## src/rtl/core_init_pkg.sv

```systemverilog
// core_init_pkg: state encoding and width helpers shared by the init sequencer files
package core_init_pkg;
  typedef enum logic [2:0] {
    WAIT_LOCK  = 3'd0,
    SETTLE     = 3'd1,
    WAIT_READY = 3'd2,
    RUN        = 3'd3,
    FAULT      = 3'd4
  } state_t;

  function automatic int stage_w(input int n);
    return (n > 1) ? $clog2(n) : 1;
  endfunction

  function automatic int timer_w(input int s, input int t);
    return $clog2(((s > t) ? s : t) + 1);
  endfunction
endpackage

```

## src/rtl/core_init_timer.sv

```systemverilog
// core_init_timer: clear/enable up-counter whose done flag compares against a terminal value
module core_init_timer #(
  parameter int W = 4
) (
  input  logic         clk,
  input  logic         rst,
  input  logic         clr,
  input  logic         en,
  input  logic [W-1:0] term,
  output logic         done
);
  logic [W-1:0] count;

  always_ff @(posedge clk)
    if (rst || clr) count <= '0;
    else if (en) count <= count + 1'b1;

  assign done = count == term;
endmodule

```

## src/rtl/core_init_sequencer.sv

```systemverilog
// core_init_sequencer: releases per-stage resets one at a time after PLL lock, with per-stage ready timeouts and fault reporting
module core_init_sequencer
  import core_init_pkg::*;
#(
  parameter int NUM_STAGES   = 3,
  parameter int SETTLE_CLKS  = 16,
  parameter int TIMEOUT_CLKS = 1024
) (
  input  logic                              i_clk,
  input  logic                              i_srst,
  input  logic                              i_pll_locked,
  input  logic                              i_restart,
  input  logic [NUM_STAGES-1:0]             i_stage_ready,
  output logic [NUM_STAGES-1:0]             o_stage_rst,
  output logic                              o_all_ready,
  output logic                              o_fault,
  output logic [stage_w(NUM_STAGES)-1:0]    o_fault_stage,
  output logic [2:0]                        o_state
);
  localparam int SW = stage_w(NUM_STAGES);
  localparam int TW = timer_w(SETTLE_CLKS, TIMEOUT_CLKS);
  localparam logic [NUM_STAGES-1:0] ONE = NUM_STAGES'(1);

  state_t state, state_n;
  logic [SW-1:0] k, k_n, fault_stage_n, bad, flt_idx;
  logic [NUM_STAGES-1:0] stage_rst_n;
  logic all_ready_n, fault_n, drop, flt_go, last;
  logic tmr_clr, tmr_en, tmr_done;
  logic [TW-1:0] term;

  assign o_state = state;
  assign last = int'(k) == NUM_STAGES - 1;
  assign term = (state == SETTLE) ? TW'(SETTLE_CLKS - 1) : TW'(TIMEOUT_CLKS - 1);

  core_init_timer #(.W(TW)) u_timer (
    .clk (i_clk),
    .rst (i_srst),
    .clr (tmr_clr),
    .en  (tmr_en),
    .term(term),
    .done(tmr_done)
  );

  always_comb begin
    drop = 1'b0;
    bad = '0;
    for (int j = NUM_STAGES - 1; j >= 0; j--)
      if (!i_stage_ready[j] && (state == RUN || j < int'(k))) begin
        drop = 1'b1;
        bad = SW'(j);
      end
  end

  always_comb begin
    state_n = state;
    k_n = k;
    stage_rst_n = o_stage_rst;
    all_ready_n = o_all_ready;
    fault_n = o_fault;
    fault_stage_n = o_fault_stage;
    tmr_clr = 1'b1;
    tmr_en = 1'b0;
    flt_go = 1'b0;
    flt_idx = bad;
    if (i_restart || !i_pll_locked) begin
      state_n = WAIT_LOCK;
      k_n = '0;
      stage_rst_n = '1;
      all_ready_n = 1'b0;
      fault_n = 1'b0;
      fault_stage_n = '0;
    end else begin
      case (state)
        WAIT_LOCK: state_n = SETTLE;
        SETTLE:
          if (tmr_done) begin
            state_n = WAIT_READY;
            k_n = '0;
            stage_rst_n[0] = 1'b0;
          end else begin
            tmr_clr = 1'b0;
            tmr_en = 1'b1;
          end
        WAIT_READY:
          if (drop) flt_go = 1'b1;
          else if (i_stage_ready[k]) begin
            if (last) begin
              state_n = RUN;
              all_ready_n = 1'b1;
            end else begin
              stage_rst_n = o_stage_rst & ~(ONE << (k + 1'b1));
              k_n = k + 1'b1;
            end
          end else if (tmr_done) begin
            flt_go = 1'b1;
            flt_idx = k;
          end else begin
            tmr_clr = 1'b0;
            tmr_en = 1'b1;
          end
        RUN: flt_go = drop;
        default: ;
      endcase
      if (flt_go) begin
        state_n = FAULT;
        fault_n = 1'b1;
        stage_rst_n = '1;
        all_ready_n = 1'b0;
        fault_stage_n = flt_idx;
      end
    end
  end

  always_ff @(posedge i_clk)
    if (i_srst) begin
      state <= WAIT_LOCK;
      k <= '0;
      o_stage_rst <= '1;
      o_all_ready <= 1'b0;
      o_fault <= 1'b0;
      o_fault_stage <= '0;
    end else begin
      state <= state_n;
      k <= k_n;
      o_stage_rst <= stage_rst_n;
      o_all_ready <= all_ready_n;
      o_fault <= fault_n;
      o_fault_stage <= fault_stage_n;
    end
endmodule

```

## config.mk

```make
export PLATFORM = sky130hd
export DESIGN_NAME = core_init_sequencer
export DESIGN_NICKNAME = d
export VERILOG_FILES = /design/src/rtl/core_init_pkg.sv /design/src/rtl/core_init_timer.sv /design/src/rtl/core_init_sequencer.sv
export SDC_FILE = /design/constraint.sdc
export NUM_CORES = 1
export LEC_CHECK = 0
export CORE_ASPECT_RATIO = 0.9
export CORE_MARGIN = 5
export CORE_UTILIZATION = 53
export DETAILED_ROUTE_END_ITERATION = 8
export MAX_ROUTING_LAYER = met4
export PLACE_DENSITY = 0.76
export REMOVE_ABC_BUFFERS = 1
export SLEW_MARGIN = 0
export SYNTH_ARGS = -nofsm -noshare
export SYNTH_HDL_FRONTEND = slang
export SYNTH_SLANG_ARGS = --single-unit
```

## constraint.sdc

```tcl
create_clock -name i_clk -period 2.45 [get_ports i_clk]
set_clock_uncertainty 0.15 [all_clocks]
set_input_delay 0.245 -clock i_clk [delete_from_list [all_inputs] [get_ports i_clk]]
set_output_delay 0.245 -clock i_clk [all_outputs]
set_load 0.01 [all_outputs]
```

### Word level (Yosys, flattened, before mapping)

Cells that the tools add are included.

* output and inout port bits: 10
* flip-flop bits (word level): 23
* bits of input ports: 7
* logic and storage cells: 100

* add/sub/neg operators: 2
* mux-type cells: 43
* reductions and logical operators: 23
* eq/ne operators: 14
* bitwise gates (word level): 4
* $lt $le $gt $ge: 4
* shift-type cells: 1

Operators by type and width (count)
* 2-to-1 mux 2 bit: 11
* 2-to-1 mux 1 bit: 19
* 2-to-1 mux 3 bit: 5
* AND reduction 5 bit: 3
* adder 11 x 1 -> 11 bit (second input constant): 1
* equality test 11 x 10 -> 1 bit: 1
* 2-to-1 mux 10 bit: 1
* != test 2 bit (second input constant): 5
* != test 3 bit (second input constant): 3
* one-hot mux 3 bit (3 select lines): 1
* one-hot mux 1 bit (2 select lines): 4
* AND reduction 4 bit: 2
* equality test 3 x 2 -> 1 bit (second input constant): 2
* logical OR 1 bit: 5
* logical NOT 1 bit: 4
* < comparator 1 x 2 -> 1 bit (first input constant): 2
* one-hot mux 2 bit (2 select lines): 1
* nonzero test 4 bit: 1
* bitwise AND 3 bit: 1
* equality test 3 x 1 -> 1 bit (second input constant): 1
* logical AND 1 bit: 3
* logical NOT 3 bit: 1
* < comparator 2 x 3 -> 1 bit (second input constant): 1
* != test 3 x 2 -> 1 bit (second input constant): 1
* other kinds (11): 12

### Depth between registers and ports, before layout

* word-level depth: 11
* gate-level depth with buffers: 7
* gate-level depth less buffers: 6

### Hierarchy

Synthesis repeated with hierarchy kept, for this count alone.

* cell total of the unflattened synthesis: 156
* area total of the unflattened synthesis: 1356.3 um^2

Modules (own cells, without submodules)
* core_init_sequencer: times used 1, cells each 87, area an instance 734.5 um^2, seq. area each 240.2 um^2
* core_init_timer: times used 1, cells each 69, area an instance 621.8 um^2, seq. area each 220.2 um^2

### Worst setup path before layout

OpenSTA, ideal clock, no wires.

* kind: register -> register
* start point: register k[1]
* end point: register o_stage_rst[0]
* library setup time: 0.120 ns
* data required time: 2.180 ns
* path buffers: 0
* stages on the path, launching flop included: 7
* data arrival time: 1.695 ns
* path slack: 0.485 ns
* clock period less this slack: 1.965 ns
* cell sequence: dfxtp_1 > inv_1 > ha_1 > a21oi_1 > or3_1 > o311a_1 > a211o_1

* cells in the longest elaborated chain, start to end: 10
* elaborated cells on any way between the ends: 32
* those cells by class: add/sub: 1; order compare: 3; eq/ne: 4; shift: 1; mux: 13; bitwise: 2; reduce/logical: 8

RTL lines
* start, declared: line core_init_sequencer.sv:25 `logic [SW-1:0] k, k_n, fault_stage_n, bad, flt_idx;`
* start signal, assigned: line core_init_sequencer.sv:124 `k <= k_n;`
* < comparator 2 bit: line core_init_sequencer.sv:48 `if (!i_stage_ready[j] && (state == RUN || j < int'(k))) begin`
* logical OR 1 bit: line core_init_sequencer.sv:48
* logical AND 1 bit: line core_init_sequencer.sv:48
* 2-to-1 mux 1 bit (3 in series): line core_init_sequencer.sv:48
* 2-to-1 mux 1 bit: line core_init_sequencer.sv:85 `if (drop) flt_go = 1'b1;`
* one-hot mux 1 bit (2 select lines): line core_init_sequencer.sv:73 `case (state)`
* 2-to-1 mux 1 bit: line core_init_sequencer.sv:65 `if (i_restart || !i_pll_locked) begin`
* OR reduction 3 bit (no line)
* end signal, assigned: line core_init_sequencer.sv:125 `o_stage_rst <= stage_rst_n;`
* end, declared: line core_init_sequencer.sv:14 `output logic [NUM_STAGES-1:0] o_stage_rst,`

Several ways; a longest one is shown, not always the timed one. The select of a mux whose other input is x is not followed.
A chain may end at the register's enable or synchronous reset.

### Worst setup path after layout

Same ends and word-level chain as after synthesis.

==> reports/results.tsv <==
stage	metric	value	unit
outcome	status	completed	
timing	maxSlewHeadroom	0.707	
pwr	pwr_density_cell	390	nW/um^2
hold_path	hp-start	o_fault_stage[1]	
routing	dr.pass1.iters	4	
floorplanning	initial_core_util	0.570	
timing	setup_tns	0	ps
clock_network	cts_root_buffer	clkbuf_4	
synth	netlist_instances	140	
clock_network	insertion_delay	310	ps
routing	wl_met3	191	microns
synth	synth_common_cells	dfxtp_1, nor3_1, nor2_1	
worst_setup_path	critical_path.startpoint_type	flop	
global_routing	grt_first_pass_wirelength	4750	microns
cells_and_area	drive_gt1_frac	0.0994	
routing	ant_nets	0	
worst_setup_path	crit_required	2510	ps
routing	drc	0	
routing	drt-met1-wl	1360	microns
clock_network	post_cts_buffers	0	
global_routing	grt_usage	0.182	
worst_setup_path	cp_max_fo	8	
routing	maxUsedRoutingLayer	met3	
pwr	peakVddDrop	0.000382	V
placed_design	dp_hpwl	2110	microns
synth	synth_cell_type_count	47	
timing	worst_slack	296	ps
timing	setup_viol	0	
synth	ys_seq_area_frac	0.360	
synth	ys_ff_latch	23	
synth	async_reset_ff_frac	0	
placed_design	place_ws	314	ps
placed_design	dpl_cell_area	1480	sq um
hold_path	min_path_type	reg -> reg	
cells_and_area	nets	176	
worst_setup_path	worstPathArrival	2220	ps
floorplanning	fp.dieH	56.6	microns
clock_network	cts_hold_buf	0	
global_routing	overflow	0	
cells_and_area	utilization	0.674	
floorplanning	core-area	2240	sq um
timing	rsz0062_at_grt	no	
global_routing	antenna_found_initial	0	
routing	dr_wl_met2	1170	microns
global_routing	grt_start_max_net_pins	13	
floorplanning	row_count	16	
routing	drt_wl_total	2720	microns
synth	yosysTopAreaCellShare	0.360	
worst_setup_path	endpoint	o_stage_rst[0]	
clock_network	cts_tree	built	
clock_network	numCtsBuffers	3	
pwr	finalPower	0.000589	W
worst_setup_path	critPathCaptureType	flop	
clock_network	cts_resized	0	
floorplanning	die_area	3500	sq um
global_routing	grt_pass1_vias	1041	
floorplanning	ios	17	
synth	ys_warn_count	0	
clock_network	clock_path_buffers	2	
timing	fmax	464	MHz
routing	wl_per_cell	14.5	microns
job	drv_cap	0	
timing	hold_violations	0	
timing	fin_crit	2150	ps
synth	synth_top_area_cell	dfxtp_1	
timing	drv_slew	0	
worst_setup_path	crit-reg2reg-launch	k[1]	
cells_and_area	antenna_cells	0	
synth	syn_area	1280	sq um
cells_and_area	syn_to_final_growth	18.1	%
synth	synth_most_common_cell	dfxtp_1	
cells_and_area	design_area	1510	sq um
synth	synthTopCellsByArea	dfxtp_1, ha_1, nor3_1, xnor2_1, nor2_1	
cells_and_area	fillers	193	
clock_network	htree_levels	1	
timing	period_share	0.879	
placed_design	io_buffers	16	
routing	viasPerCell	5.92	
synth	synth.avg_cell_area	9.13	sq um
placed_design	globalplace.congestion	0.906	
synth	synth_enable_flop_cells	0	
worst_setup_path	r2r-end	o_stage_rst[0]	
worst_setup_path	reg2regPathDepth	6	
clock_network	cts_sinks	23	
routing	drt_iter0_markers	51	
floorplanning	fp.dieW	61.8	microns
clock_network	clk_pin_slew	120	ps
worst_setup_path	reg2reg_slack	300	ps
synth	synth-main-ff-cell	dfxtp_1	
pwr	p_leak	0.488	nW
worst_setup_path	crit_start	k[1]	
timing	max_slew.worst_pin.slew	435	ps
routing	via_count	1113	
worst_setup_path	worstSetupPathType	reg -> reg	
-- critical path, stage by stage (launching register included) --
cell	delay (ps)
dfxtp_1	410
inv_1	180
ha_1	200
a21oi_1	120
or3_1	470
o311a_1	310
a211o_1	220
-- sequential cells by signal, indices dropped and copies added, names as in the netlist --
signal	flops
k	2
o_all_ready	1
o_fault	1
o_fault_stage	2
o_stage_rst	3
o_state	3
u_timer.count	11
-- routing by layer --
metal / up-vias / track usage
met1: 520 / 0.271
met2: 39 / 0.245
met3: 0 / 0.0642
met4: 0 / 0.0182
li1: 554 / -
met5: - / -
-- report_power, final --
part / switching (W) / internal [W]
Clock: 0.000109 / 0.0000636
Sequential: 0.00000201 / 0.000375
Combinational: 0.0000204 / 0.0000192
Total: 0.000132 / 0.000458
-- logic make-up after synthesis --
family | share of synthesized area
xor gates and xnor gates | 0.0616
muxes | 0.00783
buffers and inverters | 0.0352
and+or+nand+nor | 0.268
DFF | 0.360
AOI/OAI and AO/OA | 0.199
adders and majority gates | 0.0685
-- worst min path at each step --
stage | cells after the start | end | slack, ps
floorplan | 1 | u_timer.count[0] | 310
global placement | 2 | o_fault_stage[1] | 300
detailed placement | 1 | o_fault | 310
CTS | 2 | o_fault_stage[1] | 340
global route | 2 | o_stage_rst[2] | 370
finish | 2 | o_fault_stage[1] | 330
-- per-stage QoR --
step,hold WS [ps],instances
6_report,330,188
4_1_cts,335,188
3_3_place_gp,300,184
5_1_grt,365,188
2_1_floorplan,306,138
3_5_place_dp,306,184
-- layout by cell type, fill, tap and decap left out, types with 4 or more instances in the layout --
cell / synthesis / layout
ha_1: 7 / 7
clkdlybuf4s50_1: 0 / 16
xor2_1: 4 / 4
xnor2_1: 5 / 5
inv_1: 9 / 9
nor2_1: 11 / 11
a21oi_1: 5 / 5
nand2_1: 6 / 6
nand2b_1: 4 / 4
dfxtp_1: 23 / 23
o21a_1: 4 / 4
nor3_1: 12 / 12
nand3b_1: 4 / 4
-- final cells by class --
type | count | area (sq um) | share of cell area
Clock buffer | 4 | 26.3 | 0.0174
Sequential cell | 23 | 460 | 0.305
Tap cell | 27 | 33.8 | 0.0224
Multi-Input combinational cell | 106 | 773 | 0.512
Timing Repair Buffer | 19 | 183 | 0.121
Inverter | 9 | 33.8 | 0.0224
(Power assumes the default switching activity.)
